<file path="src/rtl/serv_dbg_req_pkg.sv">
// serv_dbg_req_pkg: shared debug-request constants and FSM state encoding
package serv_dbg_req_pkg;
  typedef logic [2:0] dbg_state_t;
  localparam dbg_state_t ST_RUNNING   = 3'd0;
  localparam dbg_state_t ST_HALT_PEND = 3'd1;
  localparam dbg_state_t ST_HALTED    = 3'd2;
  localparam dbg_state_t ST_RESUMING  = 3'd3;
  localparam dbg_state_t ST_STEP      = 3'd4;
endpackage

</file>
<file path="src/rtl/serv_sync_bit.sv">
// serv_sync_bit: STAGES-deep flop chain bringing an asynchronous level into the clk domain
module serv_sync_bit #(
  parameter int STAGES = 2
) (
  input  logic clk_i,
  input  logic rst_ni,
  input  logic d_i,
  output logic q_o
);
  logic [STAGES-1:0] sync_q;
  always_ff @(posedge clk_i or negedge rst_ni)
    if (!rst_ni) sync_q <= '0;
    else sync_q <= {sync_q[STAGES-2:0], d_i};
  assign q_o = sync_q[STAGES-1];
endmodule

</file>
<file path="src/rtl/serv_dbg_req.sv">
// serv_dbg_req: debug halt/resume/step request sequencer for the SERV core
module serv_dbg_req
  import serv_dbg_req_pkg::*;
#(
  parameter int SYNC_STAGES = 2,
  parameter int TMO_W = 8
) (
  input  logic i_clk,
  input  logic i_rst_n,
  input  logic i_haltreq,
  input  logic i_resumereq,
  input  logic i_step,
  input  logic i_ibus_ack,
  input  logic i_debug,
  input  logic i_dret,
  output logic o_debug_interrupt,
  output logic o_halted,
  output logic o_resume_flag,
  output logic o_resumeack,
  output logic o_halt_tmo
);
  logic hreq, rreq, dbg_q, step_q, dbg_rise, tmo_d;
  dbg_state_t state_q, state_d;
  logic [TMO_W-1:0] cnt_q, cnt_d;
  serv_sync_bit #(.STAGES(SYNC_STAGES)) u_sync_halt (
    .clk_i(i_clk), .rst_ni(i_rst_n), .d_i(i_haltreq), .q_o(hreq)
  );
  serv_sync_bit #(.STAGES(SYNC_STAGES)) u_sync_resume (
    .clk_i(i_clk), .rst_ni(i_rst_n), .d_i(i_resumereq), .q_o(rreq)
  );
  assign dbg_rise = i_debug && !dbg_q;
  always_comb begin
    state_d = state_q;
    case (state_q)
      ST_RUNNING:   state_d = dbg_rise ? ST_HALTED : hreq ? ST_HALT_PEND : ST_RUNNING;
      ST_HALT_PEND: state_d = dbg_rise ? ST_HALTED : ST_HALT_PEND;
      ST_HALTED:    state_d = (rreq && !hreq) ? ST_RESUMING : ST_HALTED;
      ST_RESUMING:  state_d = i_dret ? (step_q ? ST_STEP : ST_RUNNING) : ST_RESUMING;
      ST_STEP:      state_d = dbg_rise ? ST_HALTED : i_ibus_ack ? ST_HALT_PEND : ST_STEP;
      default:      state_d = ST_RUNNING;
    endcase
  end
  // counter restarts on every entry so each halt attempt gets a full timeout window
  always_comb begin
    cnt_d = (state_d == ST_HALT_PEND && state_q != ST_HALT_PEND) ? '0 :
            (state_q == ST_HALT_PEND && cnt_q != '1) ? cnt_q + TMO_W'(1) : cnt_q;
    tmo_d = (state_d == ST_HALTED && state_q != ST_HALTED) ? 1'b0 :
            o_halt_tmo | (state_q == ST_HALT_PEND && state_d == ST_HALT_PEND && cnt_d == '1);
  end
  always_ff @(posedge i_clk or negedge i_rst_n) begin
    if (!i_rst_n) begin
      state_q           <= ST_RUNNING;
      dbg_q             <= 1'b0;
      step_q            <= 1'b0;
      cnt_q             <= '0;
      o_debug_interrupt <= 1'b0;
      o_resumeack       <= 1'b0;
      o_halt_tmo        <= 1'b0;
    end else begin
      state_q           <= state_d;
      dbg_q             <= i_debug;
      if (state_q == ST_HALTED && state_d == ST_RESUMING) step_q <= i_step;
      cnt_q             <= cnt_d;
      o_debug_interrupt <= state_d == ST_HALT_PEND;
      o_resumeack       <= state_q == ST_RESUMING && i_dret;
      o_halt_tmo        <= tmo_d;
    end
  end
  assign o_halted      = state_q == ST_HALTED;
  assign o_resume_flag = state_q == ST_RESUMING;
endmodule

</file>
<file path="config.mk">
export PLATFORM = sky130hd
export DESIGN_NAME = serv_dbg_req
export DESIGN_NICKNAME = d
export VERILOG_FILES = /design/src/rtl/serv_dbg_req_pkg.sv /design/src/rtl/serv_sync_bit.sv /design/src/rtl/serv_dbg_req.sv
export SDC_FILE = /design/constraint.sdc
export NUM_CORES = 1
export LEC_CHECK = 0
export ABC_AREA = 1
export BUFFER_PORTS_ARGS = -buffer_cell sky130_fd_sc_hd__buf_2
export CORE_MARGIN = 2
export CORE_UTILIZATION = 33
export DETAILED_ROUTE_END_ITERATION = 7
export HOLD_SLACK_MARGIN = 0.08
export MAX_ROUTING_LAYER = met4
export SYNTH_ARGS = -nofsm -noshare
export SYNTH_HDL_FRONTEND = slang
export SYNTH_SLANG_ARGS = --single-unit
</file>
<file path="constraint.sdc">
create_clock -name i_clk -period 1.55 [get_ports i_clk]
set_input_delay 0.0775 -clock i_clk [delete_from_list [all_inputs] [get_ports i_clk]]
set_output_delay 0.0775 -clock i_clk [all_outputs]
set_load 0.01 [all_outputs]
</file>
==> out/results.ini <==
[run_status]
outcome = finished with violations
failed_checks = setup timing

[timing]
hold-worst-slack_ps = 217
fin_ws_ps = -31.7
max_freq_mhz = 632
finalMaxSlewViolations = 0
maxSlewHeadroom_pct = 70.8
hold_viol_final = 0
skew_ps = 3.03
setup_viol_count_final = 1
worst_pin_slew_ps = 437
fin_crit_sh_pct = 102
fin_tns_setup_ps = -31.7
rsz0062_at_grt = true
min_period_ps = 1580

[clock_tree]
insertion_delay_ps = 320
cts_max_level = 1
clk_pin_slew_ps = 120
cts_buffer_depth = 2
root_buffer = clkbuf_4
tritoncts = built
cts_buffers = 3
cts.sinks = 20

[drt]
drt-total-wl_um = 2280
viasPerCell = 4.23
drt-pass1-iter-count = 4
postRouteAntennaNets = 0
drt-initial-drc-count = 17
drc_errors = 0
routed-via-count = 978
wl_per_cell_um = 9.87

[power_and_ir_drop]
p_switching_mw = 1.10
seqPwrFrac_pct = 32.3
p_leak_nw = 0.824
power_frac_comb_pct = 50.6
power_density_nw_per_um2 = 1780
power_frac_clock_pct = 17.2
swShare_pct = 42.6
fin_total_pwr_mw = 2.58
peakVddDrop_mv = 0.542
p_int_mw = 1.48

[setup_path]
r2r_end = o_halt_tmo$_DFF_PN0_
reg2reg_slack_ps = -30
timing.rr.start = cnt_q[1]$_DFF_PN0_
worstPathRequired_ps = 1810
cpPeakStageDelay_ps = 400
reg2regPathDepth = 13
crit_path_end_kind = flip-flop
critPathSlowestCell = dfrtp_1
path_buf_inv = 3
cp-start-kind = flip-flop
critPathKind = reg -> reg
crit_top_cell = nand2_1
path_max_fanout = 2
path_delay_family = simple AND/OR/NAND/NOR gates
worst_ep_arrival_time_ps = 1840
crit_path_cell_trace = ha_2 -> inv_2 -> nor2_4 -> buf_4 -> nand2_1 -> nand2_1 -> nand2_2 -> nand2_1 -> inv_1 -> nand3_1 -> nor2_1 -> nand3_1 -> a21oi_2

[synthesis]
async_reset_ff_share_pct = 100
yosys.area.top_type_share_pct = 44.5
dominantRegCellSynth = dfrtp_1
ys_seq_area_share_pct = 44.5
synth.most_common_cell = nand2_1
synth_area_leaders = dfrtp_1 (45%), nand2_1 (14%), inv_1 (12%), nand3_1 (5.3%), nor2_1 (4.0%)
synth-seq-cells = 20
ys_types = 25
syn_area_um2 = 1120
syn_nets = 163
syn_inst = 154
synthTopCellsByCount = nand2_1 (43), inv_1 (37), dfrtp_1 (20)
yosys.area.top_type = dfrtp_1
synth_edf_count = 0
avgSynthCellArea_um2 = 7.30
yosysWarnings = 0

[placement]
dp_cells = 218
port_buffers = 12
place_area_um2 = 1280
hpwl_um = 1640
gp_congestion = 0.863

[layout]
area_growth_pct = 29.3
multi_input_area_um2 = 490
n_antenna_cell = 0
fin_nets = 195
seq_area_um2 = 503
fill_cells = 354
final_cell_area_um2 = 1450
final_cells = 231
drive_above_1_share_pct = 24.9

[run]
maxCapViolations = 0

[floorplan]
rows = 21
dieArea_um2 = 3890
core_um2 = 3310
start_util_pct = 33.9
io_pins = 13
dieWidth_um = 62.4
die_h_um = 62.4

[global_route]
grt_first_pass_wirelength_um = 3910
grt_max_degree = 21
overflow = 0
grt_pass1_vias = 924
groute.usage.overall_pct = 13.2
antenna_found_initial = 0

[worst_hold_path]
hp-class = in -> async

-- cell type report --
class	count	area share (%)
inverters	39	10.4
clock inverters	1	2.07
multi-input cells	94	33.8
repair buffers	28	13.6
clock buffers	3	1.55
flip-flops and latches	20	34.6
well taps	46	3.96
-- logic make-up after synthesis --
logic type                 synth area share, %
AOI/OAI and AO/OA                         4.45
xor gates and xnor gates                  1.56
adders and majority gates                 1.11
buffers and inverters                     14.3
DFF                                       44.5
muxes                                     1.00
and+or+nand+nor                           33.1
-- metal layers --
metal	up-vias	GRT usage [%]	wire, um
met3	5	2.17	46
met5	-	-	0
met2	9	21.1	1090
met1	448	16.5	1100
li1	516	-	-
met4	0	6.39	44
-- timing repair --
item	4_1_cts	5_1_grt
hold buffers	7	0
gates resized for setup	1	10
hold endpoints to repair	26	0
endpoints found under the setup margin	1	8
setup buffers	0	2
pin swaps	2	6
-- flip-flops by register name, indices dropped and copies added, names as in the netlist --
signal	flops
o_halt_tmo	1
cnt_q	8
u_sync_resume.sync_q	2
o_debug_interrupt	1
o_resumeack	1
u_sync_halt.sync_q	2
state_q	3
dbg_q	1
step_q	1
-- power by group through the flow --
stage	sequential (mW)	combinational (mW)	clock, mW
final	0.832	1.30	0.443
after global routing	0.856	1.51	0.480
after CTS	0.820	1.25	0.454
after detailed placement	0.831	1.20	0
after global placement	0.832	1.21	0
after floorplan	0.813	0.877	0
-- metrics by stage --
stage | utilization, % | setup WS [ps]
final | 43.9 | -31.7
after CTS | 42.7 | 4.02
after global routing | 43.9 | -219
after global placement | 38.7 | 19.9
after detailed placement | 38.7 | 3.51
after floorplan | - | 19.4
-- placed cells by master, fill, tap and decap left out --
cell type,netlist,layout
or2_1,1,1
buf_4,0,9
nor2_1,12,10
o21ai_0,2,2
o21ai_1,2,2
inv_1,37,36
clkbuf_4,0,3
nand2_4,1,1
nand3_2,1,1
nor3_1,3,3
nand3b_1,1,1
nor2_2,3,3
o31ai_1,1,1
bufinv_16,0,1
dlygate4sd3_1,0,7
nand2_2,3,4
ha_2,0,1
dfrtp_1,20,18
nand3_1,12,12
nand2_1,43,42
xor2_1,2,2
inv_2,1,2
nor2_4,1,3
buf_2,0,12
mux2_2,1,1
a21oi_1,1,1
nand4_1,1,1
a21oi_4,0,1
dfrtp_2,0,2
inv_6,0,1
a21oi_2,2,1
-- worst max-delay path by stage --
stage | startpoint | to | slack (ps) | cells after the start
2_1_floorplan | cnt_q[0]$_DFF_PN0_ | o_halt_tmo$_DFF_PN0_ | 20 | 11
3_3_place_gp | cnt_q[1]$_DFF_PN0_ | o_halt_tmo$_DFF_PN0_ | 20 | 11
3_5_place_dp | cnt_q[0]$_DFF_PN0_ | o_halt_tmo$_DFF_PN0_ | 4 | 11
4_1_cts | cnt_q[0]$_DFF_PN0_ | o_halt_tmo$_DFF_PN0_ | 4 | 12
5_1_grt | cnt_q[1]$_DFF_PN0_ | o_halt_tmo$_DFF_PN0_ | -220 | 13
6_report | cnt_q[1]$_DFF_PN0_ | o_halt_tmo$_DFF_PN0_ | -30 | 13
Note: power is estimated with default switching activity, not from simulation.
